### src/rtl/apb_const_rom_slave.sv
// Read-only APB completer returning pi and e as Q2.62 words, with P_WAIT wait states.
// Optional macro APB_RD_CNT_EN maps a successful-read counter at index 4.
module apb_const_rom_slave #(
  parameter logic [31:0] P_BASE = 32'h7000_0000,
  parameter int unsigned P_WAIT = 1
) (
  input  logic        pclk,
  input  logic        presetn,
  input  logic        psel,
  input  logic        penable,
  input  logic [31:0] paddr,
  output logic [31:0] prdata,
  output logic        pready,
  output logic        pslverr
);

  typedef enum logic [1:0] {
    IDLE,
    ACCESS,
    DONE
  } state_t;

  localparam logic [3:0] WAIT_INIT = 4'(P_WAIT);

`ifdef APB_RD_CNT_EN
  localparam logic [3:0] MAX_IDX = 4'd4;
`else
  localparam logic [3:0] MAX_IDX = 4'd3;
`endif

  state_t      state_q, state_d;
  logic [3:0]  cnt_q, cnt_d;
  logic [3:0]  idx_q, idx_d;
  logic        hit_q, hit_d;
  logic        pready_q, pready_d;
  logic        pslverr_q, pslverr_d;
  logic [31:0] prdata_q, prdata_d;
  logic        complete;
  logic        addr_hit;
  logic [31:0] rom_word;

`ifdef APB_RD_CNT_EN
  logic [31:0] rd_cnt_q, rd_cnt_d;
`endif

  assign addr_hit = (paddr[31:4] == P_BASE[31:4]) && (paddr[3:0] <= MAX_IDX);

  // Word lookup uses the index that will be live after this edge (fresh on a zero-wait setup).
  always_comb begin
    rom_word = 32'h0;
    case (idx_d)
      4'd0: rom_word = 32'hC90F_DAA2;
      4'd1: rom_word = 32'h2168_C234;
      4'd2: rom_word = 32'hADF8_5458;
      4'd3: rom_word = 32'hA2BB_4A9A;
`ifdef APB_RD_CNT_EN
      4'd4: rom_word = rd_cnt_q;
`endif
      default: rom_word = 32'h0;
    endcase
  end

  always_comb begin
    state_d   = state_q;
    cnt_d     = cnt_q;
    idx_d     = idx_q;
    hit_d     = hit_q;
    pready_d  = 1'b0;
    pslverr_d = 1'b0;
    prdata_d  = 32'h0;
    complete  = 1'b0;
`ifdef APB_RD_CNT_EN
    rd_cnt_d  = rd_cnt_q;
`endif

    case (state_q)
      IDLE, DONE: begin
        state_d = IDLE;
        if (psel && !penable) begin
          state_d = ACCESS;
          idx_d   = paddr[3:0];
          hit_d   = addr_hit;
          cnt_d   = WAIT_INIT;
          complete = (WAIT_INIT == 4'd0);
        end
      end
      ACCESS: begin
        // A completion already on the bus finishes regardless of psel.
        if (pready_q) begin
          state_d = DONE;
        end else if (!psel) begin
          state_d = IDLE;
        end else if (penable) begin
          if (cnt_q <= 4'd1) begin
            cnt_d    = 4'd0;
            complete = 1'b1;
          end else begin
            cnt_d = cnt_q - 4'd1;
          end
        end
      end
      default: state_d = IDLE;
    endcase

    if (complete) begin
      pready_d = 1'b1;
      if (hit_d) begin
        prdata_d = rom_word;
`ifdef APB_RD_CNT_EN
        if (idx_d < 4'd4) begin
          rd_cnt_d = rd_cnt_q + 32'd1;
        end
`endif
      end else begin
        pslverr_d = 1'b1;
      end
    end
  end

  always_ff @(posedge pclk or negedge presetn) begin
    if (!presetn) begin
      state_q   <= IDLE;
      cnt_q     <= 4'd0;
      idx_q     <= 4'd0;
      hit_q     <= 1'b0;
      pready_q  <= 1'b0;
      pslverr_q <= 1'b0;
      prdata_q  <= 32'h0;
`ifdef APB_RD_CNT_EN
      rd_cnt_q  <= 32'h0;
`endif
    end else begin
      state_q   <= state_d;
      cnt_q     <= cnt_d;
      idx_q     <= idx_d;
      hit_q     <= hit_d;
      pready_q  <= pready_d;
      pslverr_q <= pslverr_d;
      prdata_q  <= prdata_d;
`ifdef APB_RD_CNT_EN
      rd_cnt_q  <= rd_cnt_d;
`endif
    end
  end

  assign prdata  = prdata_q;
  assign pready  = pready_q;
  assign pslverr = pslverr_q;

endmodule

### config.mk
export PLATFORM = sky130hd
export DESIGN_NAME = apb_const_rom_slave
export DESIGN_NICKNAME = d
export VERILOG_FILES = /design/src/rtl/apb_const_rom_slave.sv
export SDC_FILE = /design/constraint.sdc
export NUM_CORES = 1
export LEC_CHECK = 0
export ABC_AREA = 0
export CAP_MARGIN = 20
export CORE_MARGIN = 5
export CORE_UTILIZATION = 28
export DETAILED_ROUTE_END_ITERATION = 10
export GPL_TIMING_DRIVEN = 0
export PLACE_DENSITY = 0.65
export SYNTH_ARGS = -nofsm -noshare
export SYNTH_HDL_FRONTEND = slang
export SYNTH_SLANG_ARGS = --single-unit
### constraint.sdc
create_clock -name pclk -period 2.1 [get_ports pclk]
set_input_delay 0.42 -clock pclk [delete_from_list [all_inputs] [get_ports pclk]]
set_output_delay 0.42 -clock pclk [all_outputs]
set_load 0.01 [all_outputs]
# Word-level counts from Yosys, hierarchy flattened
# Index checks and enable logic that the tools add are counted.
[classes]
shift = 0
n_bitwise = 0
mul = 0
n_lt_le_gt_ge = 2
mux = 25
n_eq_ne = 11
div = 0
reduce_logical = 8
add_sub_neg = 1
[ops]
columns = ["op", "n"]
rows = [
  ["$pmux W32 S4", 1],
  ["$mux W32", 2],
  ["$eq A28 B27 Y1 const B", 1],
  ["$mux W4", 7],
  ["$mux W1", 11],
  ["$eq A4 B2 Y1 const B", 2],
  ["$ne A2 B2 Y1 const B", 4],
  ["$pmux W4 S2", 1],
  ["$reduce_and A5 Y1", 1],
  ["$eq A4 B1 Y1 const B", 1],
  ["$le A4 B1 Y1 const B", 1],
  ["$le A4 B2 Y1 const B", 1],
  ["$logic_not A4 Y1", 1],
  ["$mux W2", 2],
  ["$pmux W2 S2", 1],
  ["$sub A4 B1 Y4 const B", 1],
  ["$ne A3 B3 Y1 const B", 1],
  ["$eq A2 B1 Y1 const B", 1],
  ["$eq A2 B2 Y1 const B", 1],
  ["$logic_and A1 B1 Y1", 2],
  ["$logic_not A2 Y1", 1],
  ["$reduce_bool A2 Y1", 1],
  ["$reduce_or A2 Y1", 1],
  ["$logic_not A1 Y1", 1],
]
[word_totals]
rom_bits = 0
elab_cells = 54
memories = 0
mem_bits_rw = 0
input_bits = 36
ff_bits = 45
latch_bits = 0

# Logic depth before layout (Yosys ltp)
[depth]
word_depth = 8
depth_mapped = 7
depth_no_buf = 6

# Worst setup path before layout
# Ideal clock, no wire load.
[synth_timing]
kind = "register to register"
startpoint = "register cnt_q[0]"
endpoint = "register prdata_q[30], in the netlist prdata[30]"
required_time_ns = 2.020
arrival_ns = 1.639
path_stages_with_launch = 8
path_slack_ns = 0.380
path_buffers = 1
setup_time_ns = 0.080
path_cell_list = "dfrtp_1 -> inv_1 -> ha_1 -> nor2_1 -> nand4b_1 -> or4_4 -> buf_6 -> nor3_2"
[synth_between]
elab_chain_cells = 7
[synth_rtl]
columns = ["item", "line_no", "source"]
rows = [
  ["from (decl)", "32", "logic [3:0] cnt_q, cnt_d;"],
  ["from (signal assigned)", "134", "cnt_q <= cnt_d;"],
  ["$le A4 B1 Y1", "94", "if (cnt_q <= 4'd1) begin"],
  ["$mux W1", "94", ""],
  ["$mux W1", "93", "end else if (penable) begin"],
  ["$mux W1", "91", "end else if (!psel) begin"],
  ["$mux W1", "89", "if (pready_q) begin"],
  ["$mux W1", "--", ""],
  ["$mux W32", "105", "if (complete) begin"],
  ["to (signal assigned)", "139", "prdata_q <= prdata_d;"],
  ["to (decl)", "37", "logic [31:0] prdata_q, prdata_d;"],
]
# Every way passes these cells.
# A chain may end at the register's enable or synchronous reset.

# Worst setup path after layout
[layout_timing]
startpoint = "input port penable"
endpoint = "register prdata_q[29], in the netlist prdata[29]"
[layout_between]
elab_chain_cells = 8
[layout_rtl]
columns = ["item", "line_no", "source"]
rows = [
  ["from (decl)", "10", "input logic penable,"],
  ["$logic_not A1 Y1", "79", "if (psel && !penable) begin"],
  ["$logic_and A1 B1 Y1", "79", ""],
  ["$mux W4", "79", ""],
  ["$mux W4", "76", "case (state_q)"],
  ["$eq A4 B2 Y1, or another cell as far along", "51", "case (idx_d)"],
  ["$pmux W32 S4", "51", ""],
  ["$mux W32", "107", "if (hit_d) begin"],
  ["$mux W32 *", "105", ""],
]
# Mark *: on every way between the ends. The rest lies on a longest branch, timed or not.

==> qor.yml <==
worst_setup_path:
  crit_arrival_ns: 2.19
  crit_end: "prdata[29]$_DFF_PN0_"
  r2r_start: "cnt_q[0]$_DFFE_PN0P_"
  crit_slowest_cell: "or4_4"
  worstSetupStartpoint: "penable"
  crit_fanout: 10
  path_depth: 6
  startpoint_type: "input pin"
  cp_cell_sequence: "clkdlybuf4s50_1, and4bb_1, nand4b_1, or4_4, buf_6, a21oi_2"
  path_class: "input pin to flop"
  critPathRequiredTime_ns: 2.30
  rr_worst_depth: 7
  reg2reg_setup_slack_ns: 0.17
  cp-end-kind: "flop"
  path_buf_inv: 2
  r2r-end: "prdata[29]$_DFF_PN0_"
  slowest_delay_ns: 0.57
  cp_top_family: "simple AND/OR/NAND/NOR gates"
routing:
  drtIter0Drc: 33
  route.vias.total: 1097
  wl_per_cell_um: 11.25
  drt_wl_total_um: 2824
  antenna_left: 0
  post-route-drc-count: 0
  viasPerCell: 4.371
  dr.pass1.iters: 4
floorplanning:
  die_area_um2: 6183
  io_pins: 70
  rows: 25
  fp.coreArea_um2: 4661
  die-height_um: 78.63
  floorplan.initialDensity_pct: 28.30
  fp.dieW_um: 78.63
timing:
  max_freq_mhz: 502.5
  worstMarginPinSlew_ns: 0.6371
  fin_crit_sh_pct: 94.76
  grt_setup_unrepaired: "false"
  fin_crit_ns: 1.990
  slew_viol_final: 0
  finalSetupViolCount: 0
  holdWs_ns: 0.5173
  finClkSkew_ns: 0.002834
  hold_viol: 0
  final.setup.worst_slack_ns: 0.1101
  slew_headroom_pct: 57.39
yosys:
  yosys.cell_count.top_type: "dfrtp_1"
  yosys.cell_types.count: 39
  synth.area.top_cells: "dfrtp_1, buf_4, nor2_1"
  syn_area_um2: 1319
  synth.avg_cell_area_um2: 10.72
  ys_warn_count: 0
  yosysSeqAreaShare_pct: 51.23
  synth_top_area_share_pct: 51.23
  async_flop_share_pct: 100.0
  synth_top_area_cell: "dfrtp_1"
  synth_top_flop_cell: "dfrtp_1"
  syn-instance-count: 123
  yosys-top-cells-count: "dfrtp_1, buf_4, nor2_1"
  ys_ff_latch: 27
  synth_edf_count: 0
final_layout:
  syn_to_final_growth_pct: 62.33
  fin_nets: 236
  drive_above_1_share_pct: 17.77
  diodes: 0
power_and_ir_drop:
  ir_drop_mv: 0.2490
  power.density_nw_per_um2: 535.1
  finalPower_uw: 1146
  leakage_uw: 0.0009468
placement:
  globalplace.congestion: 0.7930
  post-place-ws_ns: -0.3838
  port_buffers: 65
  dp_hpwl_um: 2380
global_route:
  grt_pass1_wl_um: 4692
  grt_overflow: 0
  antenna_found_initial: 0
  grt.total_usage_pct: 9.449
  grt_start_max_net_pins: 17
  grt_pass1_vias: 1117
outcome:
  run_status: "finished clean"
clock_tree:
  cts_buffers: 3
  clkSlewWorstSetupHoldPaths_ns: 0.09
  cts_hold_buf: 0
  clock_latency_ns: 0.27
  ctsRootBufferMaster: "clkbuf_8"
  cts_tree: "yes"
  cts_sinks: 27
  clk_path_buf_depth: 2
  h-tree-depth: 1
min_path:
  hold_class: "flop to flop"
flow_run:
  drv_cap: 0
[where the power goes]
part / total, µW / internal [µW] / switching (µW)
sequential: 588 / 554 / 34.4
combinational: 263 / 148 / 115
clock: 294 / 134 / 160
[cells in the final DEF, fill, tap and decap left out, drive strengths merged, types with 2 or more instances in the layout]
master         instances
mux2                   3
or4                    3
nor3b                  3
a31oi                  2
inv                    9
nand4b                 2
nor2                  12
ha                     2
clkbuf                 3
o21ai                  5
mux2i                  2
nor2b                  5
a21oi                  3
conb                   4
clkdlybuf4s50         65
dfrtp                 27
nor4                   4
nor3                   4
buf                   22
[layer usage]
| metal | global-route usage, % | up-vias | wire [µm] |
|---|---|---|---|
| met5 | 0 | - | 0 |
| li1 | - | 548 | - |
| met2 | 16.38 | 45 | 1396 |
| met1 | 10.31 | 502 | 1103 |
| met3 | 2.982 | 2 | 287 |
| met4 | 4.720 | 0 | 36 |
[timing repair]
item	4_1_cts	5_1_grt
pin swaps	0	0
setup endpoints to repair	3	2
buffers inserted	0	1
gates cloned	0	0
gates resized for setup	1	1
[worst min path at each step]
stage	start	endpoint	cells past startpoint
finish	idx_q[2]$_DFF_PN0_	idx_q[2]$_DFF_PN0_	1
global route	idx_q[2]$_DFF_PN0_	idx_q[2]$_DFF_PN0_	1
CTS	hit_q$_DFF_PN0_	hit_q$_DFF_PN0_	2
detailed placement	cnt_q[1]$_DFFE_PN0P_	cnt_q[1]$_DFFE_PN0P_	2
global placement	idx_q[2]$_DFF_PN0_	idx_q[2]$_DFF_PN0_	1
floorplan	presetn	cnt_q[0]$_DFFE_PN0P_	0
[per-stage QoR]
step	instances	util (%)	TNS, ns	area (µm²)
after CTS	250	45.69	0	2130
after floorplan	126	-	0	1330
final	251	45.93	0	2141
after global routing	251	45.93	0	2141
after detailed placement	246	44.54	-2.899	2076
after global placement	245	43.95	-2.776	2048
[kinds of logic (layout without fill, tap and decap cells)]
family,Yosys count,in the layout,synth area share (%)
AO/OA/AOI/OAI,15,15,7.496
multiplexers,5,5,4.080
AND/OR/NAND/NOR,42,42,19.64
buffers and inverters,29,100,14.04
adder cells (fa/ha/maj),2,2,1.897
XOR/XNOR,2,2,1.329
flip-flops,27,27,51.23
other,1,4,0.2844
[flip-flops by register name (all words and copies together) (netlist names)]
register,cells
hit_q,1
prdata,14
pslverr,1
state_q,2
idx_q,4
cnt_q,4
pready,1
[layout make-up]
type	instances	area, µm²
inverters	9	33.78
repair buffers	67	685.7
well taps	54	67.56
clock inverters	1	7.507
flip-flops and latches	27	675.6
multi-input cells	70	478.0
plain buffers	20	151.4
fillers	448	2520
clock buffers	3	41.29
No activity file was read; power rests on OpenSTA's default activity.
